### src/rtl/pe_feeder_pkg.sv
// rtl/pe_feeder_pkg.sv - shared widths, PE latency and FSM state encoding for the PE feeder
package pe_feeder_pkg;
  localparam int ELE_BITS  = 8;
  localparam int LANES     = 8;
  localparam int BIAS_BITS = 32;
  localparam int PE_LAT    = 8;
  localparam int DATA_W    = ELE_BITS * LANES;

  typedef enum logic [1:0] {
    IDLE  = 2'd0,
    RUN   = 2'd1,
    FLUSH = 2'd2,
    DRAIN = 2'd3
  } state_t;
endpackage

### src/rtl/pe_feeder_dly.sv
// rtl/pe_feeder_dly.sv - 1-bit shift register; q_o follows d_i after DEPTH clocks
module pe_feeder_dly #(
  parameter int DEPTH = 8
) (
  input  logic clk,
  input  logic reset,
  input  logic d_i,
  output logic q_o
);
  logic [DEPTH-1:0] sr_q;

  // Shift-and-or form keeps DEPTH = 1 legal.
  always_ff @(posedge clk) begin
    if (reset) sr_q <= '0;
    else       sr_q <= (sr_q << 1) | DEPTH'(d_i);
  end

  assign q_o = sr_q[DEPTH-1];
endmodule

### src/rtl/pe_feeder.sv
// rtl/pe_feeder.sv - sequences activation/kernel/bias beats into a PE with bias skew and flush
module pe_feeder
  import pe_feeder_pkg::*;
(
  input  logic                 clk,
  input  logic                 reset,
  input  logic                 start,
  input  logic [8:0]           cfg_rounds,
  input  logic [15:0]          cfg_groups,
  input  logic [DATA_W-1:0]    act_data,
  input  logic                 act_valid,
  output logic                 act_ready,
  input  logic [DATA_W-1:0]    ker_data,
  input  logic                 ker_valid,
  output logic                 ker_ready,
  input  logic [BIAS_BITS-1:0] bias_data,
  input  logic [3:0]           bias_off,
  input  logic                 bias_valid,
  output logic                 bias_ready,
  output logic                 pe_valid_in,
  output logic                 pe_final_in,
  output logic [DATA_W-1:0]    pe_act,
  output logic [DATA_W-1:0]    pe_ker,
  output logic [BIAS_BITS-1:0] pe_bias,
  output logic [3:0]           pe_bias_offset,
  output logic                 busy,
  output logic                 done,
  output logic                 out_discard
);
  state_t                 state_q;
  logic [8:0]             rounds_q, beat_q;
  logic [15:0]            groups_q, group_q;
  logic                   busy_q, done_q;
  logic [BIAS_BITS-1:0]   hold_bias_q;
  logic [3:0]             hold_off_q;

  logic                   valid_q, final_q, disc_in_q;
  logic [DATA_W-1:0]      s1_act_q, s1_ker_q, act_q, ker_q;
  logic [BIAS_BITS-1:0]   s1_bias_q, bias_q;
  logic [3:0]             s1_off_q, off_q;

  logic beat0, fire, flush, last_beat, last_group, done_tick, present_bias;

  assign beat0      = (beat_q == 9'd0);
  assign fire       = (state_q == RUN) && act_valid && ker_valid && (!beat0 || bias_valid);
  assign flush      = (state_q == FLUSH);
  assign last_beat  = (beat_q == rounds_q - 9'd1);
  assign last_group = (group_q == groups_q - 16'd1);
  // Beat 0 and the flush beat carry the bias of the group that just finished.
  assign present_bias = (fire && beat0) || flush;

  assign act_ready  = fire;
  assign ker_ready  = fire;
  assign bias_ready = fire && beat0;

  always_ff @(posedge clk) begin
    if (reset) begin
      state_q     <= IDLE;
      rounds_q    <= 9'd0;
      groups_q    <= 16'd0;
      beat_q      <= 9'd0;
      group_q     <= 16'd0;
      busy_q      <= 1'b0;
      done_q      <= 1'b0;
      hold_bias_q <= '0;
      hold_off_q  <= 4'd0;
    end else begin
      done_q <= 1'b0;
      case (state_q)
        IDLE: if (start) begin
          if (cfg_groups == 16'd0) begin
            done_q <= 1'b1;
          end else begin
            state_q     <= RUN;
            busy_q      <= 1'b1;
            rounds_q    <= (cfg_rounds == 9'd0) ? 9'd1 : cfg_rounds;
            groups_q    <= cfg_groups;
            beat_q      <= 9'd0;
            group_q     <= 16'd0;
            hold_bias_q <= '0;
            hold_off_q  <= 4'd0;
          end
        end
        RUN: if (fire) begin
          if (beat0) begin
            hold_bias_q <= bias_data;
            hold_off_q  <= bias_off;
          end
          if (last_beat) begin
            beat_q <= 9'd0;
            if (last_group) state_q <= FLUSH;
            else            group_q <= group_q + 16'd1;
          end else begin
            beat_q <= beat_q + 9'd1;
          end
        end
        FLUSH: state_q <= DRAIN;
        DRAIN: if (done_tick) begin
          state_q <= IDLE;
          busy_q  <= 1'b0;
          done_q  <= 1'b1;
        end
        default: state_q <= IDLE;
      endcase
    end
  end

  // Strobes lead by one stage; operands go through two so data trails valid by a cycle.
  always_ff @(posedge clk) begin
    if (reset) begin
      valid_q   <= 1'b0;
      final_q   <= 1'b0;
      disc_in_q <= 1'b0;
      s1_act_q  <= '0;
      s1_ker_q  <= '0;
      s1_bias_q <= '0;
      s1_off_q  <= 4'd0;
      act_q     <= '0;
      ker_q     <= '0;
      bias_q    <= '0;
      off_q     <= 4'd0;
    end else begin
      valid_q   <= fire || flush;
      final_q   <= (fire && beat0) || flush;
      disc_in_q <= fire && beat0 && (group_q == 16'd0);
      s1_act_q  <= fire ? act_data : '0;
      s1_ker_q  <= fire ? ker_data : '0;
      s1_bias_q <= present_bias ? hold_bias_q : '0;
      s1_off_q  <= present_bias ? hold_off_q : 4'd0;
      act_q     <= s1_act_q;
      ker_q     <= s1_ker_q;
      bias_q    <= s1_bias_q;
      off_q     <= s1_off_q;
    end
  end

  pe_feeder_dly #(.DEPTH(PE_LAT)) u_discard_dly (
    .clk   (clk),
    .reset (reset),
    .d_i   (disc_in_q),
    .q_o   (out_discard)
  );

  pe_feeder_dly #(.DEPTH(PE_LAT)) u_done_dly (
    .clk   (clk),
    .reset (reset),
    .d_i   (flush),
    .q_o   (done_tick)
  );

  assign pe_valid_in    = valid_q;
  assign pe_final_in    = final_q;
  assign pe_act         = act_q;
  assign pe_ker         = ker_q;
  assign pe_bias        = bias_q;
  assign pe_bias_offset = off_q;
  assign busy           = busy_q;
  assign done           = done_q;
endmodule
### config.mk
export PLATFORM = sky130hd
export DESIGN_NAME = pe_feeder
export DESIGN_NICKNAME = d
export VERILOG_FILES = /design/src/rtl/pe_feeder_pkg.sv /design/src/rtl/pe_feeder_dly.sv /design/src/rtl/pe_feeder.sv
export SDC_FILE = /design/constraint.sdc
export NUM_CORES = 1
export LEC_CHECK = 0
export ABC_AREA = 1
export CELL_PAD_IN_SITES_DETAIL_PLACEMENT = 0
export CELL_PAD_IN_SITES_GLOBAL_PLACEMENT = 1
export CORE_ASPECT_RATIO = 1.1
export CORE_MARGIN = 3
export CORE_UTILIZATION = 26
export CTS_BUF_LIST = sky130_fd_sc_hd__clkbuf_16
export DETAILED_ROUTE_END_ITERATION = 7
export DONT_BUFFER_PORTS = 1
export PLACE_DENSITY = 0.49
export SETUP_SLACK_MARGIN = 0.4
export SLEW_MARGIN = 20
export SYNTH_ARGS = -nofsm -noshare
export SYNTH_HDL_FRONTEND = slang
export SYNTH_HIERARCHICAL = 1
export SYNTH_SLANG_ARGS = --single-unit
export TNS_END_PERCENT = 50
### constraint.sdc
create_clock -name clk -period 2.09 [get_ports clk]
set_clock_uncertainty 0.2 [all_clocks]
set_input_delay 0.1045 -clock clk [delete_from_list [all_inputs] [get_ports clk]]
set_output_delay 0.1045 -clock clk [all_outputs]
set_load 0.05 [all_outputs]
==> run metrics <==
outcome finished, violations left; failing checks hold timing, setup timing; Placeable Area 56200 µm²; CTS sink count 437; Synth cell types 40; Hold EP rounds_q[1]; switching power 8.49 mW; internal cell power 17.7 mW; CTS max path bufs 3; pre-CTS setup slack -149 ps; via count 13000; layout cells sized above 1 0.191; Critical Setup Path Class reg2out; Die Y 257 µm; global-route wire length before repair 72100 µm; Post-Place Cells 2591; top-area cell type share of the netlist area 0.590; worst hold slack -616 ps; clock latency on the worst-skew pair 580 ps; Crit. End Element primary output; number of max-cap violations 0; Buffers on Ports 0; Reg2Reg Setup Slack -190 ps; r2r endpoint hold_off_q[2]; final hold violation count 111; non-filler cells, final 3204; root buf cell clkbuf_16; vias in the first global route 13300; row count 91; Final nets 2625; WP data arrival 2010 ps; largest net degree at the start of global routing 243; Reg clk slew, reported paths 60 ps; I/O Pins 367; Area contributors post-synth dfxtp_1 (59%), nor2_1 (11%), inv_1 (10%); grt ovf 0; GP Congestion 0.772; setup violators final 154; cell taking the most area after synthesis dfxtp_1; multi-input logic area 5100 µm²; fin worst setup slack -229 ps; GRT Total Usage 0.153; Post-Syn Area per Cell 8.17 µm²; Slew Viols, Final 0; EDFF count, synth 0; max frequency 431 MHz; fin util 0.436; worst min path class in2reg; final setup TNS -12760 ps; Avg WL per Cell 14.8 µm; Net Sw Frac 0.324; Cells after Synth 1816; total CTS buffers 49; Pwr Total 26.2 mW; H-Tree Depth 2; # hold bufs at CTS 454; Tcrit/Tclk final 1.11; dpl hpwl 28400 µm; Leak 10.9 nW; reg2reg path depth 15; register area 8760 µm²; WL final 47600 µm; initial antenna violation count 4; Design Area, Final 24500 µm²; power per cell area 1070 nW/µm²; routed vias/inst 4.05; die width 234 µm; hold_sp reset; origin of the critical flop-to-flop path beat_q[1]; Area growth syn-to-layout 65.1%; combinational cell fraction of total power 0.324; hold-critical path depth 1; Ys Warns 6; initial core utilization 0.264; largest fanout on the critical path 2; top cells by count, synth dfxtp_1 (437), nor2_1 (437), inv_1 (405), nand2_1 (152), a21oi_1 (68); net count after synthesis 2021; Final min period 2320 ps; CTS tree built; Fillers 5537; Clk pwr share 0.312; Die ar. 60000 µm²; CP required 1790 ps; Post-DP Area 16400 µm²; unrepaired setup endpoints after global routing yes; mapped cell area 14800 µm²; ys flop type dfxtp_1; CP Launch Type flop; Worst Tran Pin Value 920 ps; register area share after synthesis 0.590; part of the power in registers 0.363; ANT nets after route 0; drt drc 0; peak supply drop 0.658 mV; register bit total from synthesis 437; post-synthesis async set-or-reset flop share 0; Slew headroom 0.386; Initial DRC Count 382; 1st-pass router iterations 4
[registers in the layout, indices dropped and copies added (netlist names), 8 cells and up]
name / flops
pe_bias: 32
rounds_q: 9
u_discard_dly/sr_q: 8
pe_act: 64
s1_ker_q: 64
pe_ker: 64
hold_bias_q: 32
beat_q: 9
s1_act_q: 64
group_q: 16
groups_q: 16
u_done_dly/sr_q: 8
s1_bias_q: 32
[routing by layer]
layer  wire length (µm)  GRT usage  part of all wire
met1              19800      0.180              0.42
met2              23400      0.265              0.49
met3               2730     0.0407             0.057
met4               1660     0.0594             0.035
met5                 11          0           0.00023
[critical path, cell delays in order (launching register included)]
cell and delay (ps):
dfxtp_2 320, inv_2 70, ha_4 140, nand2_4 40, nor3_4 110, nand3b_1 110
nand2_2 110, clkinvlp_4 120, buf_12 150, buf_6 110, buf_12 150
[power by group through the flow]
stage	Clock (mW)	Combinational, mW	Sequential (mW)
2_1_floorplan	0	3.39	9.63
3_3_place_gp	0	5.21	9.69
3_5_place_dp	0	5.23	9.69
4_1_cts	8.50	7.69	9.52
5_1_grt	8.84	9.30	9.60
6_report	8.19	8.50	9.53
[worst max-delay path by stage]
| stage | slack (ps) | end | from |
|---|---|---|---|
| after floorplan | -4 | group_q[14] | rounds_q[0] |
| after global placement | -140 | group_q[3] | groups_q[0] |
| after detailed placement | -150 | group_q[13] | groups_q[1] |
| after CTS | -340 | bias_ready | beat_q[1] |
| after global routing | -370 | ker_ready | beat_q[0] |
| final | -230 | act_ready | beat_q[0] |
[area by class of cell]
cell class / count / area share
repair buffers: 627 / 0.269
diodes: 2 / 0.000204
multi-input cells: 891 / 0.208
clock buffers: 49 / 0.0501
inverters: 414 / 0.0642
well taps: 744 / 0.0380
clock inverters: 40 / 0.0123
flip-flops and latches: 437 / 0.358
[timing repair]
action | CTS | global route
endpoints found under the hold margin | 436 | 183
cloned | 19 | 4
endpoints found under the setup margin | 234 | 254
pin swaps | 61 | 47
gates resized for setup | 156 | 143
buffers inserted | 32 | 13
[kinds of logic after synthesis]
group | count (synthesis) | share of synthesized area
simple gates | 696 | 0.194
buf+inv | 493 | 0.129
flops | 437 | 0.590
compound gates | 150 | 0.0606
xor+xnor | 30 | 0.0187
fa+ha+maj | 10 | 0.00843
[layout by cell type (no fill, tap or decap), types with 10 or more instances in the layout]
cell / n
dlygate4sd3_1: 454
dfxtp_1: 427
inv_1: 406
nor2_1: 382
nand2_1: 120
buf_4: 95
nor2_2: 55
clkbuf_16: 53
a21oi_1: 48
buf_6: 34
a21oi_2: 28
xor2_1: 26
a211oi_2: 25
nand3_1: 23
o21ai_0: 22
nand2_4: 21
inv_2: 17
buf_12: 17
nand3_2: 16
nand2_2: 16
buf_16: 14
clkinv_1: 12
a211oi_1: 12
nor2_4: 11
nand4_1: 11
nor3_1: 11
dfxtp_2: 10
(Power assumes the default switching activity.)
